### src/rtl/reg_alu_pkg.sv
// Shared constants for the register-file/ALU pipeline: opcodes and default geometry.
package reg_alu_pkg;

  localparam int unsigned DefaultWidth = 16;
  localparam int unsigned DefaultDepth = 8;

  localparam logic [2:0] OP_ADD  = 3'b000;
  localparam logic [2:0] OP_SUB  = 3'b001;
  localparam logic [2:0] OP_AND  = 3'b010;
  localparam logic [2:0] OP_OR   = 3'b011;
  localparam logic [2:0] OP_XOR  = 3'b100;
  localparam logic [2:0] OP_ADC  = 3'b101;
  localparam logic [2:0] OP_SHL  = 3'b110;
  localparam logic [2:0] OP_PASS = 3'b111;

endpackage

### src/rtl/alu_core.sv
// Combinational ALU: computes the result and, for carry-producing ops, the new carry.
module alu_core
  import reg_alu_pkg::*;
#(
  parameter int unsigned WIDTH = DefaultWidth
) (
  input  logic [2:0]       op_i,
  input  logic [WIDTH-1:0] a_i,
  input  logic [WIDTH-1:0] b_i,
  input  logic [WIDTH-1:0] d_in_i,
  input  logic             cin_i,
  output logic [WIDTH-1:0] y_o,
  output logic             cout_next_o,
  output logic             c_update_o
);

  logic [WIDTH:0] sum;

  always_comb begin
    sum         = '0;
    y_o         = '0;
    cout_next_o = 1'b0;
    c_update_o  = 1'b0;
    unique case (op_i)
      OP_ADD: begin
        sum         = {1'b0, a_i} + {1'b0, b_i};
        y_o         = sum[WIDTH-1:0];
        cout_next_o = sum[WIDTH];
        c_update_o  = 1'b1;
      end
      OP_SUB: begin
        y_o         = a_i - b_i;
        cout_next_o = (a_i >= b_i);  // carry means "no borrow"
        c_update_o  = 1'b1;
      end
      OP_AND: y_o = a_i & b_i;
      OP_OR:  y_o = a_i | b_i;
      OP_XOR: y_o = a_i ^ b_i;
      OP_ADC: begin
        sum         = {1'b0, a_i} + {1'b0, b_i} + {{WIDTH{1'b0}}, cin_i};
        y_o         = sum[WIDTH-1:0];
        cout_next_o = sum[WIDTH];
        c_update_o  = 1'b1;
      end
      OP_SHL: begin
        y_o         = {a_i[WIDTH-2:0], 1'b0};
        cout_next_o = a_i[WIDTH-1];
        c_update_o  = 1'b1;
      end
      OP_PASS: y_o = d_in_i;
      default: y_o = '0;
    endcase
  end

endmodule

### src/rtl/reg_alu_pipe.sv
// Register file feeding an ALU through a one-entry result stage with valid/ready
// handshakes, operand forwarding from that stage, and an architectural carry flag.
module reg_alu_pipe
  import reg_alu_pkg::*;
#(
  parameter int unsigned WIDTH = DefaultWidth,
  parameter int unsigned DEPTH = DefaultDepth,
  localparam int unsigned AW = $clog2(DEPTH)
) (
  input  logic             clk_i,
  input  logic             reset_i,
  input  logic             in_valid_i,
  output logic             in_ready_o,
  input  logic [2:0]       op_i,
  input  logic [AW-1:0]    rd_addr_a_i,
  input  logic [AW-1:0]    rd_addr_b_i,
  input  logic [AW-1:0]    wr_addr_i,
  input  logic             wr_en_i,
  input  logic [WIDTH-1:0] d_in_i,
  output logic             out_valid_o,
  input  logic             out_ready_i,
  output logic [WIDTH-1:0] result_o,
  output logic             cout_o,
  output logic             zero_o
);

  logic [WIDTH-1:0] rf_q [DEPTH];
  logic             out_valid_q, st_we_q, c_q, cout_q, zero_q;
  logic [AW-1:0]    st_wa_q;
  logic [WIDTH-1:0] result_q;

  logic             accept, retire, st_wa_ok, fwd_ok;
  logic [WIDTH-1:0] op_a, op_b, alu_y;
  logic             alu_cout, alu_cupd, c_d;

  assign in_ready_o = !out_valid_q || out_ready_i;
  assign accept     = in_valid_i && in_ready_o;
  assign retire     = out_valid_q && out_ready_i;

  // Out-of-range destinations (non-power-of-two DEPTH) never write and never forward.
  assign st_wa_ok = (32'(st_wa_q) < DEPTH);
  assign fwd_ok   = out_valid_q && st_we_q && st_wa_ok;

  always_comb begin
    op_a = '0;
    op_b = '0;
    if (32'(rd_addr_a_i) < DEPTH) op_a = rf_q[rd_addr_a_i];
    if (32'(rd_addr_b_i) < DEPTH) op_b = rf_q[rd_addr_b_i];
    if (fwd_ok && (st_wa_q == rd_addr_a_i)) op_a = result_q;
    if (fwd_ok && (st_wa_q == rd_addr_b_i)) op_b = result_q;
  end

  alu_core #(
    .WIDTH(WIDTH)
  ) u_alu (
    .op_i       (op_i),
    .a_i        (op_a),
    .b_i        (op_b),
    .d_in_i     (d_in_i),
    .cin_i      (c_q),
    .y_o        (alu_y),
    .cout_next_o(alu_cout),
    .c_update_o (alu_cupd)
  );

  assign c_d = alu_cupd ? alu_cout : c_q;

  always_ff @(posedge clk_i or posedge reset_i) begin
    if (reset_i) begin
      for (int i = 0; i < int'(DEPTH); i++) rf_q[i] <= '0;
      out_valid_q <= 1'b0;
      st_we_q     <= 1'b0;
      st_wa_q     <= '0;
      result_q    <= '0;
      cout_q      <= 1'b0;
      zero_q      <= 1'b0;
      c_q         <= 1'b0;
    end else begin
      if (retire && st_we_q && st_wa_ok) rf_q[st_wa_q] <= result_q;
      if (accept) begin
        out_valid_q <= 1'b1;
        st_we_q     <= wr_en_i;
        st_wa_q     <= wr_addr_i;
        result_q    <= alu_y;
        cout_q      <= c_d;
        zero_q      <= (alu_y == '0);
        c_q         <= c_d;
      end else if (retire) begin
        out_valid_q <= 1'b0;
      end
    end
  end

  assign out_valid_o = out_valid_q;
  assign result_o    = result_q;
  assign cout_o      = cout_q;
  assign zero_o      = zero_q;

endmodule

### config.mk
export PLATFORM = sky130hd
export DESIGN_NAME = reg_alu_pipe
export DESIGN_NICKNAME = d
export VERILOG_FILES = /design/src/rtl/reg_alu_pkg.sv /design/src/rtl/alu_core.sv /design/src/rtl/reg_alu_pipe.sv
export SDC_FILE = /design/constraint.sdc
export NUM_CORES = 1
export LEC_CHECK = 0
export CAP_MARGIN = 0
export CELL_PAD_IN_SITES_DETAIL_PLACEMENT = 1
export CELL_PAD_IN_SITES_GLOBAL_PLACEMENT = 2
export CORE_MARGIN = 2
export CORE_UTILIZATION = 43
export CTS_CLUSTER_DIAMETER = 150
export DETAILED_ROUTE_END_ITERATION = 8
export DONT_BUFFER_PORTS = 1
export PLACE_DENSITY_LB_ADDON = 0.3
export SYNTH_ARGS = -nofsm -noshare
export SYNTH_HDL_FRONTEND = slang
export SYNTH_SLANG_ARGS = --single-unit
### constraint.sdc
create_clock -name clk_i -period 6.35 [get_ports clk_i]
set_input_delay 1.5875 -clock clk_i [delete_from_list [all_inputs] [get_ports clk_i]]
set_output_delay 1.5875 -clock clk_i [all_outputs]
set_load 0.1 [all_outputs]
Yosys cells after proc, flatten, opt, wreduce, memory -nomap -nowiden
Index checks and enable logic that the tools add are counted.
- bitwise logic cells: 6
- equality and inequality tests: 9
- div/mod/pow operators: 0
- reductions and logical operators: 14
- multiplexer cells: 17
- add/subtract/negate cells: 3
- order comparisons: 5
- multiply operators: 0
- shift operators: 0
- operators by type and width (cell ; number):
    $bwmux W128 ; 1
    $pmux W16 S8 ; 1
    $mux W16 ; 7
    $bmux W16 S3 ; 2
    $demux W16 S3 ; 1
    $add A16 B16 Y17 ; 1
    $add A17 B1 Y17 ; 1
    $and A16 B16 Y16 ; 1
    $ge A16 B16 Y1 ; 1
    $logic_not A16 Y1 ; 1
    $or A16 B16 Y16 ; 1
    $sub A16 B16 Y16 ; 1
    $xor A16 B16 Y16 ; 1
    $eq A3 B3 Y1 const B ; 4
    $ge A4 B4 Y1 const B ; 3
    $not A3 Y4 ; 3
    $logic_and A1 B1 Y1 ; 7
    $eq A3 B2 Y1 const B ; 2
    $eq A3 B3 Y1 ; 2
    $lt A4 B1 Y1 const B ; 1
    $mux W1 ; 4
    $pmux W1 S4 ; 1
    $reduce_or A4 Y1 ; 1
    $eq A3 B1 Y1 const B ; 1
    5 further kinds ; 5
- logic and storage cells: 68
- memories: 0
- memory bits (writable): 0
- memory bits (read-only): 0
- bits in latches: 0
- output and inout port bits: 20
- input bits: 33
- register bits: 151

Longest topological paths before layout
- depth after elaboration: 9
- mapped depth: 23
- depth with buffers taken out: 19

Hierarchy
From an unflattened synthesis, not the netlist that was laid out.
- cell total of the unflattened synthesis: 1039
- area, all modules: 11931.4 um^2
- modules (own cells, without submodules) (module ; instances ; sequential area each (um^2) ; area an instance (um^2) ; cells each):
    reg_alu_pipe ; 1 ; 3778.6 ; 8409.3 ; 514
    alu_core ; 1 ; 0.0 ; 3522.1 ; 525

Least setup slack after synthesis
OpenSTA, ideal clock, no wires.
- path type: input -> register
- from: input rd_addr_a_i[1]
- to: register result_q[14] (netlist: result_o[14])
- arrival: 6357 ps
- setup time: 128 ps
- slack: -134 ps
- stages: 22
- cells stage by stage: buf_2 -> buf_1 -> clkbuf_1 -> clkbuf_1 -> mux4_2 -> mux2i_1 -> nor2_1 -> a21oi_1 -> inv_1 -> ha_1 -> a21oi_1 -> a21oi_1 -> o21ai_0 -> a31oi_1 -> a2111oi_0 -> nor3_1 -> xnor2_1 -> nor2b_1 -> nand2_1 -> o21ai_0 -> a2bb2oi_1 -> mux2_1
- longest elaborated chain between the ends: 8
- elaborated cells between the ends (all ways): 14
- classes of those cells: add/sub (3); eq/ne (1); mux (5); bitwise (4); reduce/logical (1)
- ends and longest elaborated chain (item ; line ; source):
    from (decl) ; reg_alu_pipe.sv:15 ; input logic [AW-1:0] rd_addr_a_i,
    $not A3 Y4 (implied by the code) ; reg_alu_pipe.sv:47 ; if (32'(rd_addr_a_i) < DEPTH) op_a = rf_q[rd_addr_a_i];
    $bmux W16 S3 ; reg_alu_pipe.sv:47 ;
    $mux W16 (implied by the code) (2 in a row) ; reg_alu_pipe.sv:47 ;
    $mux W16 (*) ; reg_alu_pipe.sv:49 ; if (fwd_ok && (st_wa_q == rd_addr_a_i)) op_a = result_q;
    $add A16 B16 Y17 ; alu_core.sv:26, alu_core.sv:40 ;
    $add A17 B1 Y17 ; alu_core.sv:40 ; sum = {1'b0, a_i} + {1'b0, b_i} + {{WIDTH{1'b0}}, cin_i};
    $pmux W16 S8 (*) ; alu_core.sv:24 ; unique case (op_i)
    to (signal assigned) ; reg_alu_pipe.sv:84 ; result_q <= alu_y;
    to (decl) ; reg_alu_pipe.sv:30 ; logic [WIDTH-1:0] result_q;
Every way passes the cells marked *; elsewhere a longest branch is shown, timed or not. The select of a mux whose other input is x is not followed.
A chain may end at the register's enable or synchronous reset.

Worst setup path in the final report
- from: input rd_addr_b_i[2]
- to: register zero_q (netlist: zero_o)
- longest elaborated chain between the ends: 9
- elaborated cells between the ends (all ways): 15
- classes of those cells: add/sub (3); eq/ne (1); mux (5); bitwise (4); reduce/logical (2)
- ends and longest elaborated chain (item ; line ; source):
    from (decl) ; reg_alu_pipe.sv:16 ; input logic [AW-1:0] rd_addr_b_i,
    $not A3 Y4 (implied by the code) ; reg_alu_pipe.sv:48 ; if (32'(rd_addr_b_i) < DEPTH) op_b = rf_q[rd_addr_b_i];
    $bmux W16 S3 ; reg_alu_pipe.sv:48 ;
    $mux W16 (implied by the code) (2 in a row) ; reg_alu_pipe.sv:48 ;
    $mux W16 (*) ; reg_alu_pipe.sv:50 ; if (fwd_ok && (st_wa_q == rd_addr_b_i)) op_b = result_q;
    $add A16 B16 Y17 ; alu_core.sv:26, alu_core.sv:40 ;
    $add A17 B1 Y17 ; alu_core.sv:40 ;
    $pmux W16 S8 (*) ; alu_core.sv:24 ;
    $logic_not A16 Y1 (*) ; reg_alu_pipe.sv:86 ; zero_q <= (alu_y == '0);
    to (signal assigned) ; reg_alu_pipe.sv:86 ;
    to (decl) ; reg_alu_pipe.sv:28 ; logic out_valid_q, st_we_q, c_q, cout_q, zero_q;
Marked as above.

==> results.yml <==
outcome:
  run_status: "completed"
synth:
  per_instance_average_area_after_synthesis_um2: 10.2
  synth_cell_type_count: 87
  most_common_library_cells_after_synthesis: "dfrtp_1, mux2_2, nand2_1, nor2_1, a21oi_1"
  syn-instance-count: 1154
  yosysMostFrequentCell: "dfrtp_1"
  ys_top_cells_by_area: "dfrtp_1, mux2_2, mux4_2"
  asyncSetResetFlopFracSynth: 1.00
  synth-warning-count: 0
  synthDominantAreaCellType: "dfrtp_1"
  synth.ff_latch_count: 151
  synth_sequential_area_ratio: 0.320
  synth_top_cell_area_share: 0.320
  post_synth_instance_area_mm2: 0.0118
  postSynthNetCount: 1236
  synth_flop_cell: "dfrtp_1"
  synth_edf_count: 0
power_and_ir_drop:
  comb_power_share: 0.607
  net-switching-power_uw: 3260
  power.density_cell_area_mw_per_mm2: 527
  vdd.ir_drop.worst_mv: 0.183
  leakage_uw: 0.00553
  power.share.clock: 0.144
  totalPowerFinal_uw: 6730
  power.share.switching: 0.484
  sequentialPowerShare: 0.249
  cell_internal_pwr_uw: 3470
final_layout:
  drive_above_1_share: 0.266
  layout.core_utilization: 0.474
  finish.instance_area_mm2: 0.0128
  antenna-diode-count: 0
  finish.net_count: 1210
  area_growth_syn_to_layout_pct: 8.23
  number_of_inserted_filler_cells_in_the_final_layout: 2953
  layout.cells.non_filler: 1482
setup_path:
  worst_setup_path_endpoint: "zero_o"
  crit-reg2reg-capture: "zero_o"
  setup.worst_path.end_class: "flop"
  timing.critical_path.arrival_ns: 6.29
  startpoint_class: "input pin"
  crit_path_top_delay_cell: "o41ai_1"
  critical_path.startpoint: "rd_addr_b_i[2]"
  crit-reg2reg-launch: "out_valid_o"
  critical-path-max-stage-delay_ns: 0.60
  worst-endpoint-required_ns: 6.69
  timing.setup.critical_path_class: "in -> reg"
  critical_path.cell_chain: "xnor2_1 -> and4_1 -> buf_4 -> o21ai_0 -> ha_1 -> inv_2 -> a21oi_1 -> o21ai_0 -> a31oi_1 -> a2111oi_0 -> buf_4 -> o41ai_1 -> xnor2_1 -> nand2_1 -> nor2_1 -> a221oi_1 -> nor2_1 -> o31ai_2"
  critical-path-top-delay-family: "compound AO/OA/AOI/OAI gates"
  critical_path_peak_fanout: 21
  ff2ff_setup_slack_ns: 0.80
  worst-path-buf-inv: 3
  worstSetupPathDepth: 18
  reg2reg_depth: 19
timing:
  post-route-period-util: 0.937
  unrepaired_setup_endpoints_after_global_routing: "no"
  slew_violations: 0
  achievable-frequency_mhz: 168
  report.final.hold_viol_count: 0
  setup_violations: 0
  worst_slew_pin_slew_ns: 1.22
  finalSetupTns_ns: 0
  skew_ns: 0.0113
  worst_slew_margin_rel: 0.183
  timing.final.crit_period_ns: 5.95
floorplan:
  floorplan.die_area_mm2: 0.0288
  placeable_core_area_mm2: 0.0270
  dieHeight_um: 170
  floorplan.die.width_um: 170
  boundaryPins: 53
  row_count: 60
  initial_core_util: 0.438
placed_design:
  numPortBuffers: 0
  placement.cell_area_mm2: 0.0122
  dp_hpwl_um: 27000
  gpl.final_weighted_congestion: 0.904
  place.detailed.instances: 1450
clock_tree:
  cts_buffer_depth: 2
  h_tree_depth_reported_by_cts: 4
  numCtsBuffers: 17
  clkSinkCount: 151
  cts_tree: "built"
  post_cts_resize_count: 0
  postCtsSetupBuffers: 0
  clock_root_buffer: "clkbuf_16"
  clock_insertion_delay_worst_skew_ns: 0.42
  count_of_hold_fix_buffers_inserted_at_cts: 0
  clkTransAtPathRegs_ns: 0.07
global_route:
  antenna_found_initial: 0
  globalRoute.totalOverflow: 0
  grt_usage: 0.272
  grt_pass1_vias: 9922
  grt_first_pass_wirelength_um: 59700
  pin_count_of_the_biggest_net_entering_global_routing: 74
job:
  timing.max_cap.violations: 0
drt:
  remaining_drc_errors: 0
  vias: 9448
  wire_length_per_cell_after_detailed_routing_um: 25.8
  ant_nets: 0
  drt_first_iter_violations: 646
  drt_first_pass_iters: 5
  avg_vias_per_cell: 6.38
  totalWireLength_um: 38200
min_path:
  hold_path_class: "reg -> reg"
[metal layers]
layer | wire (µm) | up-vias | share of wire | GRT usage
li1 | - | 4278 | - | -
met1 | 17400 | 4943 | 0.46 | 0.370
met2 | 19000 | 190 | 0.50 | 0.466
met3 | 1210 | 37 | 0.032 | 0.0292
met4 | 560 | 0 | 0.015 | 0.0665
met5 | 0 | - | 0 | 0
[layout make-up]
type | instances | area [µm²] | area share
clock buffers | 20 | 447 | 0.0350
multi-input cells | 860 | 7470 | 0.585
well taps | 341 | 427 | 0.0334
inverters | 56 | 215 | 0.0169
repair buffers | 42 | 315 | 0.0247
flip-flops and latches | 151 | 3780 | 0.296
clock inverters | 12 | 118 | 0.00921
[cell usage in the layout (no fill, tap or decap), types with 44 or more instances in the layout]
master,n
a21oi_1,68
dfrtp_1,151
ha_1,49
inv_1,51
mux2_2,135
mux2i_1,44
mux4_2,61
nand2_1,76
nor2_1,66
o21ai_0,66
[state kept, by name, summed over array words and instances (netlist names)]
name	count
result_o	16
st_we_q	1
st_wa_q	3
out_valid_o	1
cout_o	1
zero_o	1
rf_q	128
[power by group through the flow]
stage | Combinational (µW) | Sequential (µW) | Clock [µW]
after detailed placement | 4000 | 1670 | 0
after CTS | 4030 | 1670 | 992
after floorplan | 2740 | 1860 | 0
after global routing | 4410 | 1730 | 1030
final | 4080 | 1680 | 969
after global placement | 3940 | 1620 | 0
[worst min-delay path: stages (launching register included)]
cell and delay (ns):
dfrtp_1 0.35, nand2_1 0.05, o21ai_0 0.07
[metrics by stage]
step | worst slack [ns] | hold slack, ns
after floorplan | 0.000930 | 0.462
after global placement | 0.196 | 0.474
after detailed placement | 0.110 | 0.483
after CTS | 0.562 | 0.500
after global routing | 0.0793 | 0.519
final | 0.400 | 0.502
[how the worst min path moves through the flow]
stage	start	endpoint	depth (start not counted)
2_1_floorplan	rf_q[98]	rf_q[98]	2
3_3_place_gp	result_o[10]	result_o[10]	2
3_5_place_dp	result_o[10]	result_o[10]	2
4_1_cts	result_o[10]	result_o[10]	2
5_1_grt	result_o[10]	result_o[10]	2
6_report	result_o[10]	result_o[10]	2
[cell families after synthesis]
group,share of synthesized area
DFF,0.320
xor gates and xnor gates,0.0187
adders and majority gates,0.0520
AOI/OAI and AO/OA,0.170
buffers and inverters,0.0479
and+or+nand+nor,0.103
muxes,0.289
Power figures use the tool's default switching activity.
